$ cat config.mk
export PLATFORM = sky130hd
export DESIGN_NAME = pipe_hazard_ctrl
export DESIGN_NICKNAME = d
export VERILOG_FILES = /design/src/rtl/pipe_hazard_ctrl_pkg.sv /design/src/rtl/pipe_hazard_ctrl_fwd_unit.sv /design/src/rtl/pipe_hazard_ctrl.sv
export SDC_FILE = /design/constraint.sdc
export NUM_CORES = 1
export LEC_CHECK = 0
export CAP_MARGIN = 40
export CORE_MARGIN = 1.5
export CORE_UTILIZATION = 44
export CTS_BUF_LIST = sky130_fd_sc_hd__clkbuf_8 sky130_fd_sc_hd__clkbuf_16
export DETAILED_ROUTE_END_ITERATION = 12
export GPL_TIMING_DRIVEN = 0
export HOLD_SLACK_MARGIN = 0.08
export PLACE_DENSITY = 0.93
export SYNTH_ARGS = -nofsm -noshare
export SYNTH_HDL_FRONTEND = slang
export SYNTH_HIERARCHICAL = 1
export SYNTH_SLANG_ARGS = --single-unit
$ cat constraint.sdc
create_clock -name clk -period 4.8 [get_ports clk]
set_input_delay 0.96 -clock clk [delete_from_list [all_inputs] [get_ports clk]]
set_output_delay 0.96 -clock clk [all_outputs]
set_load 0.02 [all_outputs]
$ cat src/rtl/pipe_hazard_ctrl_pkg.sv
// Shared pipeline types: buffer-register layouts, sequencer state/forwarding
// encodings, per-stage enable bundle and the forwarding priority function.
package pipe_hazard_ctrl_pkg;

  localparam logic [4:0] REG_ZERO = 5'd0;

  typedef enum logic [1:0] {RUN, MEM_WAIT, DRAIN, HALTED} ctrl_state_e;

  typedef enum logic [1:0] {
    FWD_REG = 2'b00,
    FWD_WB  = 2'b01,
    FWD_MEM = 2'b10
  } fwd_sel_e;

  // Which RUN-state rule (below the memory stall) is acting this cycle
  typedef enum logic [1:0] {ACT_NONE, ACT_HALT, ACT_BRANCH, ACT_LOAD_USE} run_act_e;

  typedef struct packed {
    logic [31:0] Curr_Instr;
  } if_id_reg;

  typedef struct packed {
    logic       MemRead;
    logic       Halt;
    logic [4:0] rd;
    logic [4:0] RS_One;
    logic [4:0] RS_Two;
  } id_ex_reg;

  typedef struct packed {
    logic       RegWrite;
    logic       MemRead;
    logic       MemWrite;
    logic [4:0] rd;
  } ex_mem_reg;

  typedef struct packed {
    logic       RegWrite;
    logic [4:0] rd;
  } mem_wb_reg;

  typedef struct packed {
    logic pc_write;
    logic if_id_write;
    logic if_id_flush;
    logic id_ex_write;
    logic id_ex_flush;
    logic ex_mem_write;
    logic mem_wb_write;
  } stage_en_t;

  localparam stage_en_t EN_ALL      = 7'b110_1011;
  localparam stage_en_t EN_NONE     = 7'b000_0000;
  localparam stage_en_t EN_BRANCH   = 7'b111_1111;
  localparam stage_en_t EN_DRAIN    = 7'b011_1111;
  localparam stage_en_t EN_LOAD_USE = 7'b000_1111;

  // EX/MEM result is younger than MEM/WB, so it wins when both match
  function automatic fwd_sel_e fwd_select(input logic [4:0] rs,
                                          input logic       ex_wr,
                                          input logic [4:0] ex_rd,
                                          input logic       wb_wr,
                                          input logic [4:0] wb_rd);
    if (ex_wr && ex_rd != REG_ZERO && ex_rd == rs) return FWD_MEM;
    if (wb_wr && wb_rd != REG_ZERO && wb_rd == rs) return FWD_WB;
    return FWD_REG;
  endfunction

endpackage

$ cat src/rtl/pipe_hazard_ctrl_fwd_unit.sv
// Combinational EX operand forwarding selects for both source operands.
module pipe_fwd_unit
  import pipe_hazard_ctrl_pkg::*;
(
  input  logic [4:0] rs1_i,
  input  logic [4:0] rs2_i,
  input  logic       ex_wr_i,
  input  logic [4:0] ex_rd_i,
  input  logic       wb_wr_i,
  input  logic [4:0] wb_rd_i,
  output fwd_sel_e   fwd_a_o,
  output fwd_sel_e   fwd_b_o
);

  assign fwd_a_o = fwd_select(rs1_i, ex_wr_i, ex_rd_i, wb_wr_i, wb_rd_i);
  assign fwd_b_o = fwd_select(rs2_i, ex_wr_i, ex_rd_i, wb_wr_i, wb_rd_i);

endmodule

$ cat src/rtl/pipe_hazard_ctrl.sv
// Pipeline sequencer: stall/flush/freeze enables, halt drain, memory-wait
// timeout and a saturating stall-cycle counter for the 5-stage RV32 core.
module pipe_hazard_ctrl
  import pipe_hazard_ctrl_pkg::*;
#(
  parameter int MEM_WAIT_MAX = 15,
  parameter int DRAIN_CYCLES = 2,
  parameter int CNT_W        = 16
) (
  input  logic             clk,
  input  logic             reset,
  input  if_id_reg         if_id_i,
  input  id_ex_reg         id_ex_i,
  input  ex_mem_reg        ex_mem_i,
  input  mem_wb_reg        mem_wb_i,
  input  logic             branch_taken_i,
  input  logic             dmem_ready_i,
  output logic             pc_write,
  output logic             if_id_write,
  output logic             if_id_flush,
  output logic             id_ex_write,
  output logic             id_ex_flush,
  output logic             ex_mem_write,
  output logic             mem_wb_write,
  output logic [1:0]       forward_a,
  output logic [1:0]       forward_b,
  output logic             halted,
  output logic             mem_err,
  output logic [CNT_W-1:0] stall_cycles
);

  localparam int WAIT_W  = $clog2(MEM_WAIT_MAX + 1);
  localparam int DRAIN_W = $clog2(DRAIN_CYCLES + 1);
  localparam logic [WAIT_W-1:0]  WAIT_MAX   = WAIT_W'(MEM_WAIT_MAX);
  localparam logic [WAIT_W-1:0]  WAIT_ONE   = WAIT_W'(1);
  localparam logic [DRAIN_W-1:0] DRAIN_INIT = DRAIN_W'(DRAIN_CYCLES);
  localparam logic [DRAIN_W-1:0] DRAIN_ONE  = DRAIN_W'(1);

  ctrl_state_e        state_q, state_d;
  logic [WAIT_W-1:0]  wait_cnt_q, wait_cnt_d;
  logic [DRAIN_W-1:0] drain_cnt_q, drain_cnt_d;
  logic [CNT_W-1:0]   stall_q, stall_d;
  logic               mem_err_q, mem_err_d;

  stage_en_t   en;
  run_act_e    run_act;
  fwd_sel_e    fwd_a, fwd_b;
  logic [4:0]  rs1, rs2;
  logic        dmem_req, load_use, freeze;
  logic        unused_instr;

  assign rs1          = if_id_i.Curr_Instr[19:15];
  assign rs2          = if_id_i.Curr_Instr[24:20];
  assign unused_instr = ^{if_id_i.Curr_Instr[31:25], if_id_i.Curr_Instr[14:0]};

  pipe_fwd_unit u_fwd (
    .rs1_i   (id_ex_i.RS_One),
    .rs2_i   (id_ex_i.RS_Two),
    .ex_wr_i (ex_mem_i.RegWrite),
    .ex_rd_i (ex_mem_i.rd),
    .wb_wr_i (mem_wb_i.RegWrite),
    .wb_rd_i (mem_wb_i.rd),
    .fwd_a_o (fwd_a),
    .fwd_b_o (fwd_b)
  );

  assign dmem_req = ex_mem_i.MemRead | ex_mem_i.MemWrite;
  assign load_use = id_ex_i.MemRead && (id_ex_i.rd != REG_ZERO) &&
                    ((id_ex_i.rd == rs1) || (id_ex_i.rd == rs2));
  assign run_act  = id_ex_i.Halt    ? ACT_HALT     :
                    branch_taken_i  ? ACT_BRANCH   :
                    load_use        ? ACT_LOAD_USE : ACT_NONE;

  // MEM_WAIT stays frozen until ready even if the request bits drop
  always_comb begin
    // NOTE: every comb output gets a default first so no path infers a latch.
    freeze = 1'b0;
    unique case (state_q)
      RUN, DRAIN: freeze = dmem_req & ~dmem_ready_i;
      MEM_WAIT:   freeze = ~dmem_ready_i;
      default:    freeze = 1'b0;
    endcase
  end

  always_comb begin
    state_d     = state_q;
    wait_cnt_d  = wait_cnt_q;
    drain_cnt_d = drain_cnt_q;
    mem_err_d   = mem_err_q;
    unique case (state_q)
      RUN: begin
        if (freeze) begin
          state_d    = MEM_WAIT;
          wait_cnt_d = WAIT_ONE;
        end else if (run_act == ACT_HALT) begin
          state_d     = DRAIN;
          drain_cnt_d = DRAIN_INIT;
        end
      end
      MEM_WAIT, DRAIN: begin
        if (freeze) begin
          if (wait_cnt_q == WAIT_MAX) begin
            mem_err_d = 1'b1;
            state_d   = HALTED;
          end else begin
            wait_cnt_d = wait_cnt_q + WAIT_ONE;
          end
        end else if (state_q == MEM_WAIT) begin
          // A halt held in EX during the wait must still start the drain
          wait_cnt_d = '0;
          if (run_act == ACT_HALT) begin
            state_d     = DRAIN;
            drain_cnt_d = DRAIN_INIT;
          end else begin
            state_d = RUN;
          end
        end else begin
          wait_cnt_d  = '0;
          drain_cnt_d = drain_cnt_q - DRAIN_ONE;
          if (drain_cnt_q == DRAIN_ONE) state_d = HALTED;
        end
      end
      default: state_d = HALTED;
    endcase
  end

  always_comb begin
    en = EN_ALL;
    unique case (state_q)
      RUN, MEM_WAIT: begin
        if (freeze) begin
          en = EN_NONE;
        end else begin
          unique case (run_act)
            ACT_HALT:     en = EN_DRAIN;
            ACT_BRANCH:   en = EN_BRANCH;
            ACT_LOAD_USE: en = EN_LOAD_USE;
            default:      en = EN_ALL;
          endcase
        end
      end
      DRAIN:   en = freeze ? EN_NONE : EN_DRAIN;
      default: en = EN_NONE;
    endcase
  end

  always_comb begin
    stall_d = stall_q;
    if ((state_q == RUN || state_q == MEM_WAIT) && !en.pc_write && stall_q != '1)
      stall_d = stall_q + CNT_W'(1);
  end

  always_ff @(posedge clk or negedge reset) begin
    if (!reset) begin
      state_q     <= RUN;
      wait_cnt_q  <= '0;
      drain_cnt_q <= '0;
      stall_q     <= '0;
      mem_err_q   <= 1'b0;
    end else begin
      // NOTE: non-blocking so every register samples pre-edge values.
      state_q     <= state_d;
      wait_cnt_q  <= wait_cnt_d;
      drain_cnt_q <= drain_cnt_d;
      stall_q     <= stall_d;
      mem_err_q   <= mem_err_d;
    end
  end

  assign pc_write     = en.pc_write;
  assign if_id_write  = en.if_id_write;
  assign if_id_flush  = en.if_id_flush;
  assign id_ex_write  = en.id_ex_write;
  assign id_ex_flush  = en.id_ex_flush;
  assign ex_mem_write = en.ex_mem_write;
  assign mem_wb_write = en.mem_wb_write;
  assign forward_a    = fwd_a;
  assign forward_b    = fwd_b;
  assign halted       = (state_q == HALTED);
  assign mem_err      = mem_err_q;
  assign stall_cycles = stall_q;

endmodule

==> impl_metrics.csv, run 1 <==
group,metric,value,unit
run_status,status,"finished clean",
detailed_routing,dr.pass1.iters,4,
global_route,grt_max_degree,16,
power,p_comb_share,60.8,%
placement,post-dp-hpwl,3.83,mm
yosys,synth_mux_area_share,1.18,%
worst_setup_path,cpPeakStageDelay,0.58,ns
timing,fin_tns_setup,0,ns
clocking,numCtsBuffers,3,
detailed_routing,via_count,1866,
clocking,cts.htree.levels,1,
placement,gp_congestion,0.862,
worst_setup_path,arrival,3.25,ns
final_layout,n_antenna_cell,0,
power,seqPwrFrac,27.7,%
yosys,syn-cell-area,1900,µm²
final_layout,drive_gt1_share,6.62,%
global_route,grt_util_all_layers,20.4,%
yosys,synth-edff-count,0,
detailed_routing,vias_per_cell,5.54,
yosys,synth_async_sr_flop_share,100,%
yosys,synthCells,209,
worst_setup_path,start_kind,"input port",
clocking,cts.path.max_buffers,2,
timing,max_slew.worst_pin.slew,0.571,ns
timing,fin_worst_skew,0.00104,ns
final_layout,mostFrequentLayoutCells,"73 x clkdlybuf4s50_1, 26 x xor2_1, 25 x dfrtp_1, 19 x xnor2_1, 17 x nor2_1",
timing,hold_violations,0,
power,vdd_ir_drop_max,277,µV
clocking,clk_latency,0.27,ns
worst_setup_path,critPathCaptureType,"output port",
yosys,yosys.area_share.simple,23.2,%
yosys,yosysTopAreaCellShare,32.9,%
detailed_routing,wl,4.88,mm
placement,dpl_cell_area,2710,µm²
timing,relSlewSlack,61.6,%
power,clkPwrFrac,11.4,%
clocking,cts_setup_buffers,0,
floorplan,fp.dieArea,4720,µm²
detailed_routing,drc_errors,0,
worst_setup_path,cpMostUsedCell,"clkdlybuf4s50_1",
power,p_per_area,397,nW/µm²
clocking,cts_resized,0,
floorplan,core-area,4090,µm²
job,maxCapViolations,0,
timing,fin_crit_sh,87.6,%
final_layout,nets,363,
yosys,synth_compound_area_share,13.3,%
yosys,synth-seq-area-share,32.9,%
timing,rsz0062_at_grt,"no",
power,switchingPower,456,µW
detailed_routing,wl_per_cell,14.5,µm
global_route,grt_pass1_vias,1669,
floorplan,die_h,68.7,µm
yosys,netlist-cell-type-count,44,
clocking,cts_tree,"built",
global_route,antenna_found_initial,0,
timing,setup_viol,0,
final_layout,final_common_cell,"clkdlybuf4s50_1",
yosys,ys_ff_latch,25,
yosys,synth_flop_cell,"dfrtp_1",
detailed_routing,ant_nets,0,
worst_setup_path,crit_type,"input port to output port",
worst_setup_path,required,3.84,ns
worst_setup_path,crit_chain,"clkdlybuf4s50_1 > or4_1 > o21ai_2 > nor2_1 > o32a_1 > o21a_1 > clkdlybuf4s50_1",
power,p_sw_share,41.7,%
worst_hold_path,hold_path_class,"register to register",
worst_setup_path,cpMaxStageDelayCell,"or4_1",
final_layout,final_area,2760,µm²
detailed_routing,dr.first_iter.drc_count,51,
floorplan,std_cell_rows,23,
final_layout,area_growth,45.0,%
floorplan,die_x,68.7,µm
clocking,cts_num_sinks,25,
yosys,yosysWarnings,6,
global_route,overflow,0,
yosys,synth-xor-area-share,20.7,%
power,p_int,638,µW
clocking,root_buffer,"clkbuf_8",
yosys,yosysTopAreaCell,"dfrtp_1",
floorplan,ios,96,
yosys,yosys-top-cells-area,"dfrtp_1 33%, xor2_1 12%, xnor2_1 8.8%",
timing,period_minus_slack,4.21,ns
timing,slew_viol_final,0,
power,p_leak,1.15,nW
yosys,synth_nets,284,
yosys,synth_top_family_by_area,"simple AND/OR/NAND/NOR gates",
placement,io_buffers,73,
yosys,synth.avg_cell_area,9.09,µm²
yosys,synthAdderAreaFrac,5.27,%
clocking,clk_pin_slew,0.08,ns
timing,fmax,238,MHz
worst_setup_path,cp_max_fo,3,
floorplan,start_util,46.5,%
clocking,holdBufCountCts,0,
global_route,grt_pass1_wl,7.32,mm
logic make-up after synthesis:
family / Yosys count
AND/OR/NAND/NOR: 82
buffers and inverters: 12
flip-flops: 25
multiplexers: 2
XOR/XNOR: 45
adder cells (fa/ha/maj): 8
AO/OA/AOI/OAI: 35
layer usage:
layer | routed length [µm] | part of all wire, % | global-route usage, %
met5 | 0 | 0 | 0
met4 | 78 | 1.6 | 7.84
met1 | 1960 | 40 | 24.1
met3 | 562 | 12 | 4.38
met2 | 2280 | 47 | 35.9
synthesized netlist by cell type (2+ instances only):
cell and number:
and3_1 5, a211oi_1 2, nor4_1 3, nand2b_1 2, o22a_1 2, inv_1 5
nor3b_1 2, o32a_1 2, xnor2_1 19, buf_4 2, nand2_1 11, nor4_2 2
or4_1 3, a21oi_1 4, nand3b_1 3, buf_2 2, nand3_1 14, dfrtp_1 25
o21a_1 4, mux2_2 2, and4_1 2, nor2_1 17, o31ai_1 2, nor3_1 11
xor2_1 26, nand4_1 4, ha_1 8, o21ai_0 8, o21ai_2 2
registers in the layout, summed over array words and instances (netlist names):
signal        cells
stall_cycles     16
mem_err           1
drain_cnt_q       2
wait_cnt_q        4
state_q           2
layout make-up:
type | count | area (µm²)
Clock inverter | 1 | 5.00
Multi-Input combinational cell | 172 | 1210
Tap cell | 50 | 62.6
Fill cell | 341 | 1330
Clock buffer | 3 | 41.3
Sequential cell | 25 | 626
Timing Repair Buffer | 74 | 746
Inverter | 5 | 18.8
Buffer | 7 | 45.0
power by group through the flow:
stage          clock [mW]  sequential, mW  combinational, mW
4_1_cts             0.129           0.304              0.665
3_5_place_dp            0           0.307              0.660
6_report            0.125           0.303              0.665
3_3_place_gp            0           0.305              0.647
5_1_grt             0.138           0.314              0.719
2_1_floorplan           0           0.327              0.393
worst max-delay path: cells and delay by family:
family | cells | cell delay (ns)
AOI/OAI and AO/OA | 3 | 0.62
buffers and inverters | 2 | 1.00
and+or+nand+nor | 2 | 0.66
per-stage QoR:
stage	total power [mW]	setup WS, ns	std cells	hold WS (ns)	utilization [%]
2_1_floorplan	0.720	1.53	209	0.461	-
3_3_place_gp	0.952	0.628	332	0.457	65.9
3_5_place_dp	0.967	0.590	333	0.478	66.3
4_1_cts	1.10	0.578	337	0.495	67.4
5_1_grt	1.17	0.503	337	0.517	67.4
6_report	1.09	0.594	337	0.492	67.4
path summary, 6_finish.rpt:
path | slack [ns] | end | startpoint | depth (start not counted)
worst max register to register | 2.48 | state_q[0]$_DFFE_PN0P_ | state_q[0]$_DFFE_PN0P_ | 8
max in group asynchronous | 3.30 | state_q[1]$_DFFE_PN0P_ | reset | 2
worst min register to register | 0.49 | mem_err$_DFFE_PN0P_ | mem_err$_DFFE_PN0P_ | 1
min in group asynchronous | 1.03 | stall_cycles[3]$_DFFE_PN0P_ | reset | 1
worst min-delay path | 0.49 | mem_err$_DFFE_PN0P_ | mem_err$_DFFE_PN0P_ | 1
worst max-delay path | 0.59 | id_ex_flush | id_ex_i[11] | 7
No activity file was read; power rests on OpenSTA's default activity.
==> inputs of run 2 (changes only) <==
Settings changed: CORE_UTILIZATION 44 to 35, PLACE_DENSITY 0.93 to 0.83.
==> run 2 against run 1 <==
  * Cell count is 5.9% higher
  * Sequential power hardly changed
  * Sequential share of layout area is 0.19 points lower
  * Clock power is 6% lower
  * Critical path depth stayed put
  * Power is 0.52% lower
  * Critical path type unchanged
  * Clock-buffer cell count stayed put
  * Die area is 25% higher
  * Global-route usage is 4.2 points lower
  * Highest routed layer unchanged
  * Largest cell class unchanged
  * Hold slack worse by 0.013 ns
  * First-iteration DRC count is 69% higher
==> impl_metrics.csv, run 2 (synthesis results as in run 1) <==
group,metric,value,unit
run_status,status,"finished clean",
placement,post-place-ws,0.585,ns
final_layout,nFillCells,458,
detailed_routing,dr.first_iter.drc_count,86,
worst_setup_path,critPathCaptureType,"output port",
final_layout,final_common_cell,"clkdlybuf4s50_1",
timing,relSlewSlack,58.5,%
floorplan,die_h,76.7,µm
worst_setup_path,cpMostUsedCell,"clkdlybuf4s50_1",
clocking,cts_num_sinks,25,
worst_setup_path,critPathLaunch,"id_ex_i[11]",
final_layout,drive_gt1_share,6.27,%
worst_hold_path,hold_path_class,"register to register",
power,total_power,1.09,mW
detailed_routing,drc_errors,0,
job,maxCapViolations,0,
clocking,cts_resized,0,
worst_setup_path,cpMaxStageDelayCell,"or4_1",
clocking,cts.path.max_buffers,2,
clocking,clk_latency,0.26,ns
clocking,cts.htree.levels,1,
power,switchingPower,451,µW
detailed_routing,ant_nets,0,
clocking,numCtsBuffers,3,
detailed_routing,wl,4.80,mm
final_layout,final_util,53.7,%
final_layout,mostFrequentLayoutCells,"73 x clkdlybuf4s50_1, 26 x xor2_1, 25 x dfrtp_1, 19 x xnor2_1, 17 x nor2_1",
floorplan,ios,96,
timing,slew_viol_final,0,
clocking,cts_tree,"built",
floorplan,std_cell_rows,26,
final_layout,final_area,2780,µm²
detailed_routing,dr.pass1.iters,5,
final_layout,n_antenna_cell,0,
floorplan,core-area,5170,µm²
worst_setup_path,cp_max_fo,3,
global_route,antenna_found_initial,0,
detailed_routing,vias_per_cell,5.09,
clocking,holdBufCountCts,0,
worst_setup_path,arrival,3.27,ns
worst_setup_path,crit_type,"input port to output port",
timing,hold_violations,0,
worst_setup_path,crit_chain,"clkdlybuf4s50_1 > or4_1 > o21ai_2 > nor2_1 > o32a_1 > o21a_1 > clkdlybuf4s50_1",
worst_setup_path,required,3.84,ns
global_route,grt_pass1_wl,8.11,mm
power,clkPwrFrac,10.8,%
detailed_routing,via_count,1816,
power,p_int,637,µW
placement,dpl_cell_area,2730,µm²
placement,post-dp-hpwl,3.96,mm
timing,fmax,237,MHz
clocking,root_buffer,"clkbuf_8",
floorplan,fp.dieArea,5880,µm²
global_route,grt_max_degree,14,
power,p_leak,1.15,nW
detailed_routing,wl_per_cell,13.4,µm
worst_setup_path,start_kind,"input port",
final_layout,nets,363,
timing,fin_crit_sh,88.1,%
worst_setup_path,crit-reg2reg-launch,"state_q[1]$_DFFE_PN0P_",
floorplan,die_x,76.7,µm
timing,max_slew.worst_pin.slew,0.621,ns
timing,rsz0062_at_grt,"no",
global_route,grt_util_all_layers,16.1,%
timing,setup_viol,0,
floorplan,start_util,36.7,%
clocking,cts_setup_buffers,0,
power,vdd_ir_drop_max,264,µV
final_layout,largest_reg_flops,16,
worst_setup_path,critPathBufInv,2,
power,p_comb_share,61.0,%
power,p_sw_share,41.5,%
timing,setup_slack,0.573,ns
placement,io_buffers,73,
placement,gp_congestion,0.844,
timing,fin_worst_skew,0.00366,ns
worst_setup_path,cpPeakStageDelay,0.58,ns
power,p_per_area,392,nW/µm²
global_route,grt_pass1_vias,1813,
clocking,clk_pin_slew,0.08,ns
power,seqPwrFrac,28.2,%
final_layout,area_growth,46.2,%
worst_setup_path,path_delay_family,"buffers and inverters",
timing,fin_tns_setup,0,ns
global_route,overflow,0,
timing,period_minus_slack,4.23,ns
worst_hold_path,min_from,"mem_err$_DFFE_PN0P_",
-- run 2: cell types whose count changed in the layout (fill, tap and decap cells not counted), sizes merged --
cell / delta
inv: +1
clkinv: -1
-- run 2: per-stage QoR --
stage	hold slack, ns	cells
after floorplan	0.461	209
after detailed placement	0.459	353
after global placement	0.452	352
final	0.478	357
after CTS	0.482	357
after global routing	0.495	357
-- run 2: cell type report --
| class | instances | area (µm²) | area share [%] |
|---|---|---|---|
| Multi-Input combinational cell | 172 | 1210 | 43.6 |
| Clock buffer | 3 | 41.3 | 1.49 |
| Buffer | 7 | 45.0 | 1.62 |
| Tap cell | 70 | 87.6 | 3.15 |
| Timing Repair Buffer | 74 | 746 | 26.8 |
| Clock inverter | 1 | 3.75 | 0.135 |
| Sequential cell | 25 | 626 | 22.5 |
| Inverter | 5 | 18.8 | 0.675 |
-- run 2: final timing paths --
kind	end	cells past startpoint	slack (ns)
worst max register to register	stall_cycles[1]$_DFFE_PN0P_	8	2.49
worst min register to register	mem_err$_DFFE_PN0P_	1	0.48
worst min-delay path	mem_err$_DFFE_PN0P_	1	0.48
max in group asynchronous	stall_cycles[15]$_DFFE_PN0P_	2	3.21
min in group asynchronous	stall_cycles[6]$_DFFE_PN0P_	1	1.08
worst max-delay path	id_ex_flush	7	0.57
-- run 2: per-layer routing --
layer  part of all wire [%]  global-route usage, %  vias up
met1                     44                   21.3      844
met3                    3.9                   1.19       12
met2                     51                   28.8       52
li1                       -                      -      908
met5                      0                      0        -
met4                    1.3                   3.15        0
-- run 2: worst reg2reg max path, cell delays in order (launching register included) --
cell     delay, ns
dfrtp_1       0.46
inv_1         0.13
ha_1          0.17
buf_2         0.20
nor2_1        0.10
or3_1         0.31
o21a_2        0.26
nor2_1        0.21
mux2_2        0.36
-- run 2: power by group through the flow --
stage | clock network (mW) | logic [mW] | registers (mW)
2_1_floorplan | 0 | 0.393 | 0.327
3_3_place_gp | 0 | 0.651 | 0.307
3_5_place_dp | 0 | 0.669 | 0.308
4_1_cts | 0.124 | 0.672 | 0.305
5_1_grt | 0.131 | 0.723 | 0.314
6_report | 0.118 | 0.664 | 0.306
